`src/rtl/aibcr3_dcc_cal_ctrl.sv`:
```
// DCC calibration sequencer: bang-bang search of the combined coarse/interpolator
// delay code, lock on repeated dither reversals, with bypass and manual override.
module aibcr3_dcc_cal_ctrl #(
    parameter int unsigned CRS_W      = 4,
    parameter int unsigned SETTLE_CYC = 8,
    parameter int unsigned LOCK_CNT   = 4,
    localparam int unsigned CW        = CRS_W + 3
) (
    input  logic             clk,
    input  logic             rst,
    input  logic             rb_dcc_byp,
    input  logic             rb_dcc_en,
    input  logic             rb_dcc_manual,
    input  logic [CW-1:0]    rb_dcc_manual_code,
    input  logic             dcc_cmp,
    output logic [CRS_W-1:0] dly_coarse,
    output logic [6:0]       interp_therm,
    output logic             dcc_byp_sel,
    output logic             dcc_busy,
    output logic             dcc_lock,
    output logic             dcc_sat,
    output logic [CW-1:0]    dcc_code
);

    typedef enum logic [2:0] {
        ST_IDLE,
        ST_INIT,
        ST_SETTLE,
        ST_SAMPLE,
        ST_LOCKED,
        ST_MANUAL
    } state_t;

    typedef enum logic [1:0] {
        DIR_NONE,
        DIR_UP,
        DIR_DN
    } dir_t;

    localparam logic [CW-1:0] CODE_MID    = {1'b1, {(CW-1){1'b0}}};
    localparam logic [CW-1:0] CODE_MAX    = '1;
    localparam logic [7:0]    SETTLE_LAST = 8'(SETTLE_CYC - 1);
    localparam logic [3:0]    LOCK_TGT    = 4'(LOCK_CNT);

    state_t             state_q, state_d;
    logic [CW-1:0]      code_q, code_d;
    logic [7:0]         settle_cnt_q, settle_cnt_d;
    logic [3:0]         rev_cnt_q, rev_cnt_d;
    dir_t               last_dir_q, last_dir_d;
    logic               sat_q, sat_d;
    logic               lock_q, lock_d;
    logic               busy_q, busy_d;
    logic               byp_sel_q, byp_sel_d;
    logic [CRS_W-1:0]   coarse_q, coarse_d;
    logic [6:0]         therm_q, therm_d;

    dir_t               step_dir;
    logic [3:0]         rev_next;

    // Next-state, code search and decoded datapath controls
    always_comb begin
        state_d      = state_q;
        code_d       = code_q;
        settle_cnt_d = settle_cnt_q;
        rev_cnt_d    = rev_cnt_q;
        last_dir_d   = last_dir_q;
        sat_d        = sat_q;
        byp_sel_d    = rb_dcc_byp;
        step_dir     = DIR_NONE;
        rev_next     = '0;

        if (rb_dcc_byp) begin
            state_d = ST_IDLE;
            code_d  = CODE_MID;
            sat_d   = 1'b0;
        end else if (rb_dcc_manual) begin
            state_d = ST_MANUAL;
            code_d  = rb_dcc_manual_code;
        end else if (!rb_dcc_en) begin
            state_d = ST_IDLE;
        end else begin
            case (state_q)
                ST_IDLE: state_d = ST_INIT;
                ST_INIT: begin
                    code_d       = CODE_MID;
                    settle_cnt_d = '0;
                    rev_cnt_d    = '0;
                    last_dir_d   = DIR_NONE;
                    sat_d        = 1'b0;
                    state_d      = ST_SETTLE;
                end
                ST_SETTLE: begin
                    settle_cnt_d = settle_cnt_q + 8'd1;
                    if (settle_cnt_q == SETTLE_LAST) begin
                        state_d = ST_SAMPLE;
                    end
                end
                ST_SAMPLE: begin
                    step_dir = dcc_cmp ? DIR_UP : DIR_DN;
                    // A blocked step still counts as a step in its direction.
                    if (dcc_cmp) begin
                        if (code_q == CODE_MAX) sat_d = 1'b1;
                        else                    code_d = code_q + 1'b1;
                    end else begin
                        if (code_q == '0) sat_d = 1'b1;
                        else              code_d = code_q - 1'b1;
                    end
                    if ((last_dir_q != DIR_NONE) && (step_dir != last_dir_q)) begin
                        rev_next = rev_cnt_q + 4'd1;
                    end
                    rev_cnt_d  = rev_next;
                    last_dir_d = step_dir;
                    if (rev_next == LOCK_TGT) begin
                        state_d = ST_LOCKED;
                    end else begin
                        settle_cnt_d = '0;
                        state_d      = ST_SETTLE;
                    end
                end
                ST_LOCKED: state_d = ST_LOCKED;
                ST_MANUAL: state_d = ST_IDLE;
                default:   state_d = ST_IDLE;
            endcase
        end

        lock_d   = (state_d == ST_LOCKED);
        busy_d   = (state_d inside {ST_INIT, ST_SETTLE, ST_SAMPLE});
        coarse_d = code_d[CW-1:3];
        therm_d  = '0;
        for (int unsigned i = 0; i < 7; i++) begin
            therm_d[i] = (i < 32'(code_d[2:0]));
        end
    end

    // State and output registers with synchronous reset
    always_ff @(posedge clk) begin
        if (rst) begin
            state_q      <= ST_IDLE;
            code_q       <= CODE_MID;
            settle_cnt_q <= '0;
            rev_cnt_q    <= '0;
            last_dir_q   <= DIR_NONE;
            sat_q        <= 1'b0;
            lock_q       <= 1'b0;
            busy_q       <= 1'b0;
            byp_sel_q    <= 1'b0;
            coarse_q     <= CODE_MID[CW-1:3];
            therm_q      <= '0;
        end else begin
            state_q      <= state_d;
            code_q       <= code_d;
            settle_cnt_q <= settle_cnt_d;
            rev_cnt_q    <= rev_cnt_d;
            last_dir_q   <= last_dir_d;
            sat_q        <= sat_d;
            lock_q       <= lock_d;
            busy_q       <= busy_d;
            byp_sel_q    <= byp_sel_d;
            coarse_q     <= coarse_d;
            therm_q      <= therm_d;
        end
    end

    assign dly_coarse   = coarse_q;
    assign interp_therm = therm_q;
    assign dcc_byp_sel  = byp_sel_q;
    assign dcc_busy     = busy_q;
    assign dcc_lock     = lock_q;
    assign dcc_sat      = sat_q;
    assign dcc_code     = code_q;

endmodule

```
`config.mk`:
```
export PLATFORM = sky130hd
export DESIGN_NAME = aibcr3_dcc_cal_ctrl
export DESIGN_NICKNAME = d
export VERILOG_FILES = /design/src/rtl/aibcr3_dcc_cal_ctrl.sv
export SDC_FILE = /design/constraint.sdc
export NUM_CORES = 1
export LEC_CHECK = 0
export ABC_AREA = 1
export CORE_AREA = 2 2 62 79
export DETAILED_ROUTE_END_ITERATION = 6
export DIE_AREA = 0 0 64 81
export HOLD_SLACK_MARGIN = 0.12
export PLACE_DENSITY_LB_ADDON = 0.25
export SLEW_MARGIN = 0
export SYNTH_ARGS = -nofsm -noshare
export SYNTH_HDL_FRONTEND = slang
export SYNTH_SLANG_ARGS = --single-unit
```
`constraint.sdc`:
```
create_clock -name clk -period 1.4 [get_ports clk]
set_input_delay 0.21 -clock clk [delete_from_list [all_inputs] [get_ports clk]]
set_output_delay 0.21 -clock clk [all_outputs]
set_load 0.01 [all_outputs]
```
==> reports/qor.yml, run 1 <==
run_status:
  status: "finished, violations left"
  failed_checks: "negative setup slack"
setup_path:
  crit_arrival_ps: 1730
  end_kind: "flop"
  path_buf_inv: 3
  required_ps: 1580
  worst_path_largest_cell_delay_ps: 380
  path_cells: "ha_4 -> nand2_4 -> nor2_4 -> buf_4 -> buf_6 -> buf_6 -> o211ai_1 -> nand2_1 -> a21oi_1 -> nor2_1"
  path_delay_family: "flip-flops"
  slowest_stage: "dfxtp_4"
  timing_worst_setup_path_type: "reg -> reg"
  startpoint_type: "flop"
  crit_top_cell: "buf_6"
  worst-path-max-fanout: 4
logic_synthesis:
  synth_edf_count: 0
  synth-seq-cells: 34
  ys.flop_type: "dfxtp_1"
  ys_seq_area_share_pct: 33.0
  syn_inst: 302
  postSynthAreaPerCell_um2: 6.82
  yosys_warnings: 0
  synth_area_leaders: "dfxtp_1, nand2_1, inv_1, nand3_1, nor2_1"
  synth.net_count: 319
  synth_top_area_cell: "dfxtp_1"
  async_flop_share_pct: 0
  yosysUniqueCellTypes: 33
  syn-cell-area_mm2: 0.00206
  synth.top_cell.area_share_pct: 33.0
clocking:
  clock_latency_ps: 300
  clkTransAtPathRegs_ps: 80
  cts-hold-fix-buffers: 0
  root_buffer: "clkbuf_8"
  numCtsBuffers: 5
  clock_sinks: 34
  clock_path_buffers: 2
  tritoncts: "yes"
  cts_max_level: 2
die:
  start_util_pct: 45.6
  fp.coreArea_mm2: 0.00452
  die_x_um: 64
  die-area_mm2: 0.00518
  ios: 35
  rows: 28
  die_h_um: 81
placement:
  place_inst: 448
  place_ws_ps: -543
  port_buffers: 34
  gp_congestion: 0.917
  dp.final_hpwl_um: 4400
power_and_ir_drop:
  pwr-share-clk_pct: 36.7
  p_switching_w: 0.000644
  swShare_pct: 27.9
  internal_power_w: 0.00167
  ir_worst_vdd_mv: 0.522
  p_per_area_mw_per_mm2: 675
  combPwrFrac_pct: 19.7
  p_leak_nw: 1.62
  seqPwrFrac_pct: 43.6
drt:
  wl_per_cell_um: 13.6
  routed_wl_um: 6340
  num_vias: 2356
  drtAntennaViolNets: 0
  drcViolationCount: 0
  dr.pass1.iters: 4
  vias_per_cell: 5.06
  first_iter_violations: 45
sta:
  min_period_over_period_pct: 111
  rsz0062_at_grt: "yes"
  fin_ws_ps: -154
  tightest_slew_ps: 299
  setup_viol: 23
  hold_viol: 0
  skew_ps: 12.5
  slew_viol_final: 0
  fin_crit_ps: 1550
  max_slew_margin_pct: 80.0
  max_freq_mhz: 643
global_routing:
  grt_pass1_vias: 2362
  met3_usage_pct: 4.43
  gr-usage-met1_pct: 21.5
  grt_first_pass_wirelength_um: 9730
  grtUsageMet2_pct: 50.1
  grt_max_degree: 13
  grt-busiest-layer: "met2"
  grtUsageTotal_pct: 24.0
  antenna_found_initial: 0
  grt_overflow: 0
layout:
  fin_nets: 422
  layout_common_cells: "buf_4, nand2_1, inv_1, dfxtp_1"
  areaGrowthSynthToFinish_pct: 66.3
  instances_no_fill: 466
  final_common_cell: "buf_4"
  drive_gt1_share_pct: 43.3
  antenna_cells: 0
run:
  max_cap_viol_count: 0
hold_path:
  hp-class: "reg -> reg"
## through the flow
stage	utilization [%]	instance area (um^2)	setup TNS, ps	hold WS, ps	total power, W
floorplan	-	2120	-97.1	274	0.00122
global placement	64.8	2930	-11340	437	0.00142
detailed placement	64.8	2930	-12100	450	0.00142
CTS	70.7	3190	-1000	461	0.00227
global route	75.8	3420	-3710	479	0.00239
finish	75.8	3420	-1660	452	0.00231
## registers in the layout (all words and copies together) (netlist names)
| register | flops |
|---|---|
| dcc_lock | 1 |
| settle_cnt_q | 8 |
| dcc_byp_sel | 1 |
| dcc_code | 7 |
| state_q | 3 |
| dcc_busy | 1 |
| rev_cnt_q | 4 |
| last_dir_q | 2 |
| interp_therm | 6 |
| dcc_sat | 1 |
## synthesized netlist by cell type, types with 2 or more instances
cell type	instances
a21oi_1	16
a31oi_1	2
buf_4	7
buf_6	3
dfxtp_1	34
ha_1	4
inv_1	42
inv_2	3
nand2_1	70
nand2_2	5
nand3_1	30
nand3b_1	3
nand4_1	6
nor2_1	25
nor2_2	5
nor2_4	5
nor3_1	5
o211ai_1	3
o21ai_0	11
xnor2_1	4
xor2_1	7
## routing by layer
| metal | up-vias | part of all wire (%) |
|---|---|---|
| met4 | 0 | 4.2 |
| li1 | 1163 | - |
| met3 | 23 | 2.6 |
| met5 | - | 0 |
| met1 | 1113 | 35 |
| met2 | 57 | 58 |
## kinds of logic (layout without fill, tap and decap cells)
kind of cell	Yosys count	count (layout)	synth area share, %
compound gates	37	37	10.5
xor+xnor	11	11	4.68
fa+ha+maj	4	4	2.43
buf+inv	58	162	13.2
flops	34	34	33.0
simple gates	158	158	36.1
## area by class of cell
type                       instances  area (um^2)
inverter                          46          185
fill                             314         1090
clock inverter                     2         13.8
tap                               60         75.1
clock buffer                       6         93.8
timing repair buffer             108          945
sequential                        34          709
multi-input combinational        210         1400
## worst reg2reg max path: cells and delay by family (launching register included)
family	cells	cell delay, ps
AND/OR/NAND/NOR	4	250
AO/OA/AOI/OAI	2	300
adder cells (fa/ha/maj)	1	180
flip-flops	1	380
buffers and inverters	3	330
## final timing paths
check | start | end | slack [ps] | cells past startpoint
hold / removal | dcc_sat | dcc_sat | 450 | 2
setup reg to reg | dcc_code[0] | dcc_code[4] | -150 | 10
hold reg to reg | dcc_sat | dcc_sat | 450 | 2
setup / recovery | dcc_code[0] | dcc_code[4] | -150 | 10
## what timing repair did
action	in CTS	in global routing
pin swaps	28	26
setup buffers	4	6
endpoints found under the setup margin	37	31
gates cloned	0	1
gates resized for setup	62	45
## power groups by stage
stage | logic, W | clock network, W | registers (W)
CTS | 0.000413 | 0.000854 | 0.00101
finish | 0.000455 | 0.000848 | 0.00101
floorplan | 0.000186 | 0 | 0.00104
global route | 0.000490 | 0.000894 | 0.00101
global placement | 0.000387 | 0 | 0.00103
detailed placement | 0.000391 | 0 | 0.00103
No activity file was read; power rests on OpenSTA's default activity.
==> run 2: changes to the inputs <==
==> constraint.sdc (replaced) <==
create_clock -name clk -period 1.4 [get_ports clk]
set_input_delay 0.21 -clock clk [delete_from_list [all_inputs] [get_ports clk]]
set_output_delay 0.21 -clock clk [all_outputs]
set_load 0.02 [all_outputs]
==> reports/qor.yml, run 2 (synthesis results as in run 1) <==
layout:
  n_fill_cell: 339  # +8.0%
  post-route-util_pct: 74.0  # -1.8 points
  largest_register_ffs: 8  # unchanged
  areaGrowthSynthToFinish_pct: 62.4
  drive_gt1_share_pct: 41.2  # -2.1 points
  fin_nets: 414  # -1.9%
  top_register: "settle_cnt_q"
  layout_common_cells: "buf_4, nand2_1, inv_1, dlygate4sd2_1, dfxtp_1"
  antenna_cells: 0  # unchanged
  final_common_cell: "buf_4"
sta:
  min_period_over_period_pct: 113  # +2.0 points
  fin_ws_ps: -183  # -28.1 ps
  holdWs_ps: 450  # -2.60 ps
  tightest_slew_ps: 267  # -31.9 ps
  setup_viol: 21  # -8.7%
  max_slew_margin_pct: 82.1  # +2.1 points
  max_freq_mhz: 632  # -1.8%
  skew_ps: 14.8  # +2.31 ps
  fin_crit_ps: 1580  # +28.1 ps
  hold_viol: 0  # unchanged
  rsz0062_at_grt: "yes"
  slew_viol_final: 0  # unchanged
  fin_tns_setup_ps: -1790  # -128 ps
placement:
  port_buffers: 34  # unchanged
  place_ws_ps: -525  # +18.8 ps
  dp.final_hpwl_um: 4410  # +0.25%
  gp_congestion: 0.873  # -4.8%
setup_path:
  setup.worst_path.start: "dcc_code[0]"
  crit_arrival_ps: 1820  # +90 ps
  crit_top_cell: "nand2_1"
  reg2reg_from: "dcc_code[0]"
  worst_path_largest_cell_delay_ps: 380  # about the same
  required_ps: 1630  # +50 ps
  path_delay_family: "simple AND/OR/NAND/NOR gates"
  slowest_stage: "dfxtp_4"
  path_buf_inv: 3  # unchanged
  path_cells: "inv_4 -> ha_4 -> buf_6 -> xnor2_2 -> o21ai_1 -> nand3_1 -> nand2_1 -> nand2_2 -> nor2_4 -> inv_1 -> nand2_1"
  worst-path-max-fanout: 3  # -1
  timing_worst_setup_path_type: "reg -> reg"
  end_kind: "flop"
  startpoint_type: "flop"
clocking:
  clkTransAtPathRegs_ps: 80  # about the same
  clock_sinks: 34  # unchanged
  numCtsBuffers: 5  # unchanged
  cts_max_level: 2  # unchanged
  tritoncts: "yes"
  clock_latency_ps: 290  # about the same
  root_buffer: "clkbuf_8"
  clock_path_buffers: 2  # unchanged
die:
  ios: 35  # unchanged
  fp.coreArea_mm2: 0.00452  # unchanged
  die_h_um: 81  # unchanged
  die_x_um: 64  # unchanged
  start_util_pct: 45.6  # unchanged
  die-area_mm2: 0.00518  # unchanged
  rows: 28  # unchanged
drt:
  drcViolationCount: 0  # unchanged
  drtAntennaViolNets: 0  # unchanged
  routed_wl_um: 6260  # -1.4%
  first_iter_violations: 110  # +140%
  dr.pass1.iters: 4  # unchanged
  wl_per_cell_um: 13.7  # +0.37%
  num_vias: 2317  # -1.7%
  vias_per_cell: 5.06  # about the same
global_routing:
  antenna_found_initial: 0  # unchanged
  grt_max_degree: 12  # -1
  grt_pass1_vias: 2189  # -7.3%
  grt_overflow: 0  # unchanged
  grt_first_pass_wirelength_um: 9180  # -5.7%
  grtUsageTotal_pct: 22.5  # -1.5 points
hold_path:
  hp-start: "dcc_sat"
  hp-class: "reg -> reg"
run_status:
  failed_checks: "negative setup slack"
  status: "finished, violations left"
run:
  max_cap_viol_count: 0  # unchanged
power_and_ir_drop:
  p_per_area_mw_per_mm2: 760  # +13%
  p_leak_nw: 1.65  # +1.7%
  ir_worst_vdd_mv: 0.862  # +65%
run 2: worst paths after layout:
check | end | slack (ps) | depth (start not counted)
min | dcc_sat | 450 | 2
max | interp_therm[2] | -180 | 11
min reg2reg | dcc_sat | 450 | 2
max reg2reg | interp_therm[2] | -180 | 11
run 2: final cells by class:
cell class	count	area, um^2	area share (%)
flip-flops and latches	34	706	21.1
clock buffers	7	108	3.22
multi-input cells	210	1380	41.2
clock inverters	1	30.0	0.898
well taps	60	75.1	2.24
inverters	46	185	5.54
repair buffers	100	865	25.9
run 2: routing by layer:
| metal | vias up | track usage [%] | wire length (um) |
|---|---|---|---|
| met3 | 15 | 3.32 | 193 |
| met5 | - | 0 | 0 |
| met1 | 1097 | 22.6 | 2240 |
| met2 | 59 | 46.0 | 3680 |
| li1 | 1146 | - | - |
| met4 | 0 | 8.04 | 146 |
run 2: power by group:
group / total, W / internal, W / leakage (nW) / switching [W]
Clock: 0.00107 / 0.000688 / 0.0696 / 0.000377
Combinational: 0.000467 / 0.000212 / 1.29 / 0.000255
Sequential: 0.00101 / 0.000988 / 0.282 / 0.0000198
run 2: tightest hold or removal path, stage by stage (launching register included):
cell	delay (ps)
dfxtp_1	310
inv_1	50
a21oi_1	50
run 2: what timing repair did:
item	CTS	global route
resized for setup	54	50
pin swaps	21	32
hold buffers	0	0
cloned	0	1
setup endpoints to repair	50	36
setup buffers	2	4
run 2: metrics by stage:
stage,total power (W),cell area [um^2],std cells
floorplan,0.00124,2120,302
global placement,0.00144,2920,446
detailed placement,0.00144,2920,446
CTS,0.00251,3140,456
global route,0.00263,3340,458
finish,0.00254,3340,458
==> run 3: changes to the inputs <==
--- a/config.mk
+++ b/config.mk
@@ -6,9 +6,10 @@
 export NUM_CORES = 1
 export LEC_CHECK = 0
 export ABC_AREA = 1
-export CORE_AREA = 2 2 62 79
+export CORE_AREA = 4 4 64 81
+export CTS_CLUSTER_DIAMETER = 30
 export DETAILED_ROUTE_END_ITERATION = 6
-export DIE_AREA = 0 0 64 81
+export DIE_AREA = 0 0 68 85
 export HOLD_SLACK_MARGIN = 0.12
 export PLACE_DENSITY_LB_ADDON = 0.25
 export SLEW_MARGIN = 0
==> reports/qor.yml, run 3 (synthesis results as in run 1) <==
die:
  start_util_pct: 46.9  # +1.3 points
  die_x_um: 68  # +6.3%
  die_h_um: 85  # +4.9%
  die-area_mm2: 0.00578  # +11%
  ios: 35  # unchanged
  rows: 27  # -3.6%
  fp.coreArea_mm2: 0.00439  # -2.8%
drt:
  drcViolationCount: 0  # unchanged
  routed_wl_um: 5870  # -6.2%
  vias_per_cell: 5.06  # about the same
  num_vias: 2270  # -2.0%
  drtAntennaViolNets: 0  # unchanged
  first_iter_violations: 145  # +32%
  wl_per_cell_um: 13.1  # -4.3%
  dr.pass1.iters: 4  # unchanged
global_routing:
  grt_max_degree: 13  # +1
  grt_overflow: 0  # unchanged
  grtUsageTotal_pct: 20.8  # -1.7 points
  antenna_found_initial: 0  # unchanged
  grt_first_pass_wirelength_um: 9400  # +2.5%
  grt_pass1_vias: 2149  # -1.8%
setup_path:
  path_cells: "inv_2 -> nand3_2 -> nor2_2 -> nand2_2 -> nand2_1 -> nand2_1 -> nand2_1 -> nand3_2 -> nand2_2 -> nand2_1 -> nor2_1"
  startpoint_type: "flop"
  timing_worst_setup_path_type: "reg -> reg"
  worst_path_largest_cell_delay_ps: 360  # -20 ps
  required_ps: 1630  # about the same
  crit_top_cell: "nand2_1"
  crit_arrival_ps: 1750  # -70 ps
  worst-path-max-fanout: 5  # +2
  slowest_stage: "dfxtp_1"
  end_kind: "flop"
placement:
  place_inst: 435  # -2.5%
  placed_area_mm2: 0.00284  # -2.8%
  dp.final_hpwl_um: 4230  # -4.0%
  port_buffers: 34  # unchanged
  gp_congestion: 0.947  # +8.4%
layout:
  instances_no_fill: 449  # -2.0%
  post-route-util_pct: 72.1  # -1.9 points
  layout_common_cells: "nand2_1, buf_4, inv_1, nand3_1, dfxtp_1"
  fin_area_mm2: 0.00317  # -5.3%
  largest_register_ffs: 8  # unchanged
  drive_gt1_share_pct: 37.6  # -3.6 points
  areaGrowthSynthToFinish_pct: 53.8
  antenna_cells: 0  # unchanged
  n_fill_cell: 353  # +4.1%
  fin_nets: 407  # -1.7%
  top_register: "settle_cnt_q"
clocking:
  clock_path_buffers: 2  # unchanged
  tritoncts: "yes"
  cts_max_level: 2  # unchanged
  clkTransAtPathRegs_ps: 80  # about the same
  clock_latency_ps: 290  # about the same
  clock_sinks: 34  # unchanged
  numCtsBuffers: 5  # unchanged
  cts-hold-fix-buffers: 0  # unchanged
  root_buffer: "clkbuf_8"
sta:
  tightest_slew_ps: 312  # +44.9 ps
  skew_ps: 7.97  # -6.84 ps
  setup_viol: 20  # -4.8%
  holdWs_ps: 453  # +2.94 ps
  hold_viol: 0  # unchanged
  min_period_over_period_pct: 108  # -4.6 points
  rsz0062_at_grt: "yes"
  fin_ws_ps: -119  # +64.1 ps
  max_slew_margin_pct: 79.2  # -3.0 points
  max_freq_mhz: 659  # +4.2%
  slew_viol_final: 0  # unchanged
  fin_crit_ps: 1520  # -64.1 ps
run:
  max_cap_viol_count: 0  # unchanged
hold_path:
  hp-class: "reg -> reg"
power_and_ir_drop:
  power_w: 0.00236  # -7.1%
  p_leak_nw: 1.53  # -7.0%
  ir_worst_vdd_mv: 0.666  # -23%
  p_per_area_mw_per_mm2: 745  # -1.9%
run_status:
  status: "finished, violations left"
  failed_checks: "negative setup slack"
[run 3: cell types whose count changed in the layout (fill, tap and decap cells not counted), sizes merged]
cell / previous run / this run
clkinvlp: 0 / 2
dlymetal6s2s: 2 / 1
clkbuf: 8 / 7
buf: 65 / 59
dlygate4sd2: 23 / 21
clkdlybuf4s15: 0 / 1
[run 3: what timing repair did]
item	4_1_cts	5_1_grt
setup endpoints to repair	46	36
pin swaps	28	18
setup buffers	4	3
gates resized for setup	59	31
[run 3: area by class of cell]
class	instances	area, um^2	area share, %
Clock buffer	5	68.8	2.17
Clock inverter	3	45.0	1.42
Inverter	46	183	5.77
Multi-Input combinational cell	210	1330	42.1
Sequential cell	34	701	22.1
Tap cell	58	72.6	2.29
Timing Repair Buffer	93	764	24.1
[run 3: path summary, 6_finish.rpt]
path,cells after the start,end,start,slack (ps)
worst max-delay path,11,interp_therm[6],state_q[2],-120
worst min-delay path,2,dcc_sat,dcc_sat,450
worst max register to register,11,interp_therm[6],state_q[2],-120
worst min register to register,2,dcc_sat,dcc_sat,450
[run 3: report_power, final]
part | internal, W | total [W] | switching (W)
Clock | 0.000530 | 0.000925 | 0.000396
Sequential | 0.000989 | 0.00101 | 0.0000209
Combinational | 0.000191 | 0.000425 | 0.000235
Total | 0.00171 | 0.00236 | 0.000651
[run 3: layer usage]
metal  up-vias  track usage, %  share of wire [%]
met2        69            36.1                 51
met4         0            7.96                3.3
li1       1132               -                  -
met5         -               0                  0
met1      1050            23.8                 41
met3        19            5.03                4.6
[run 3: metrics by stage]
step	TNS [ps]	worst slack, ps
after detailed placement	-10970	-472
after global placement	-10120	-434
after floorplan	-167	-44.2
after global routing	-4070	-245
final	-1200	-119
after CTS	-1230	-112
[run 3: critical path: cells and delay by family, from the launching register on]
kind	cells	cell delay [ps]
buf+inv	1	90
flops	1	360
simple gates	10	980
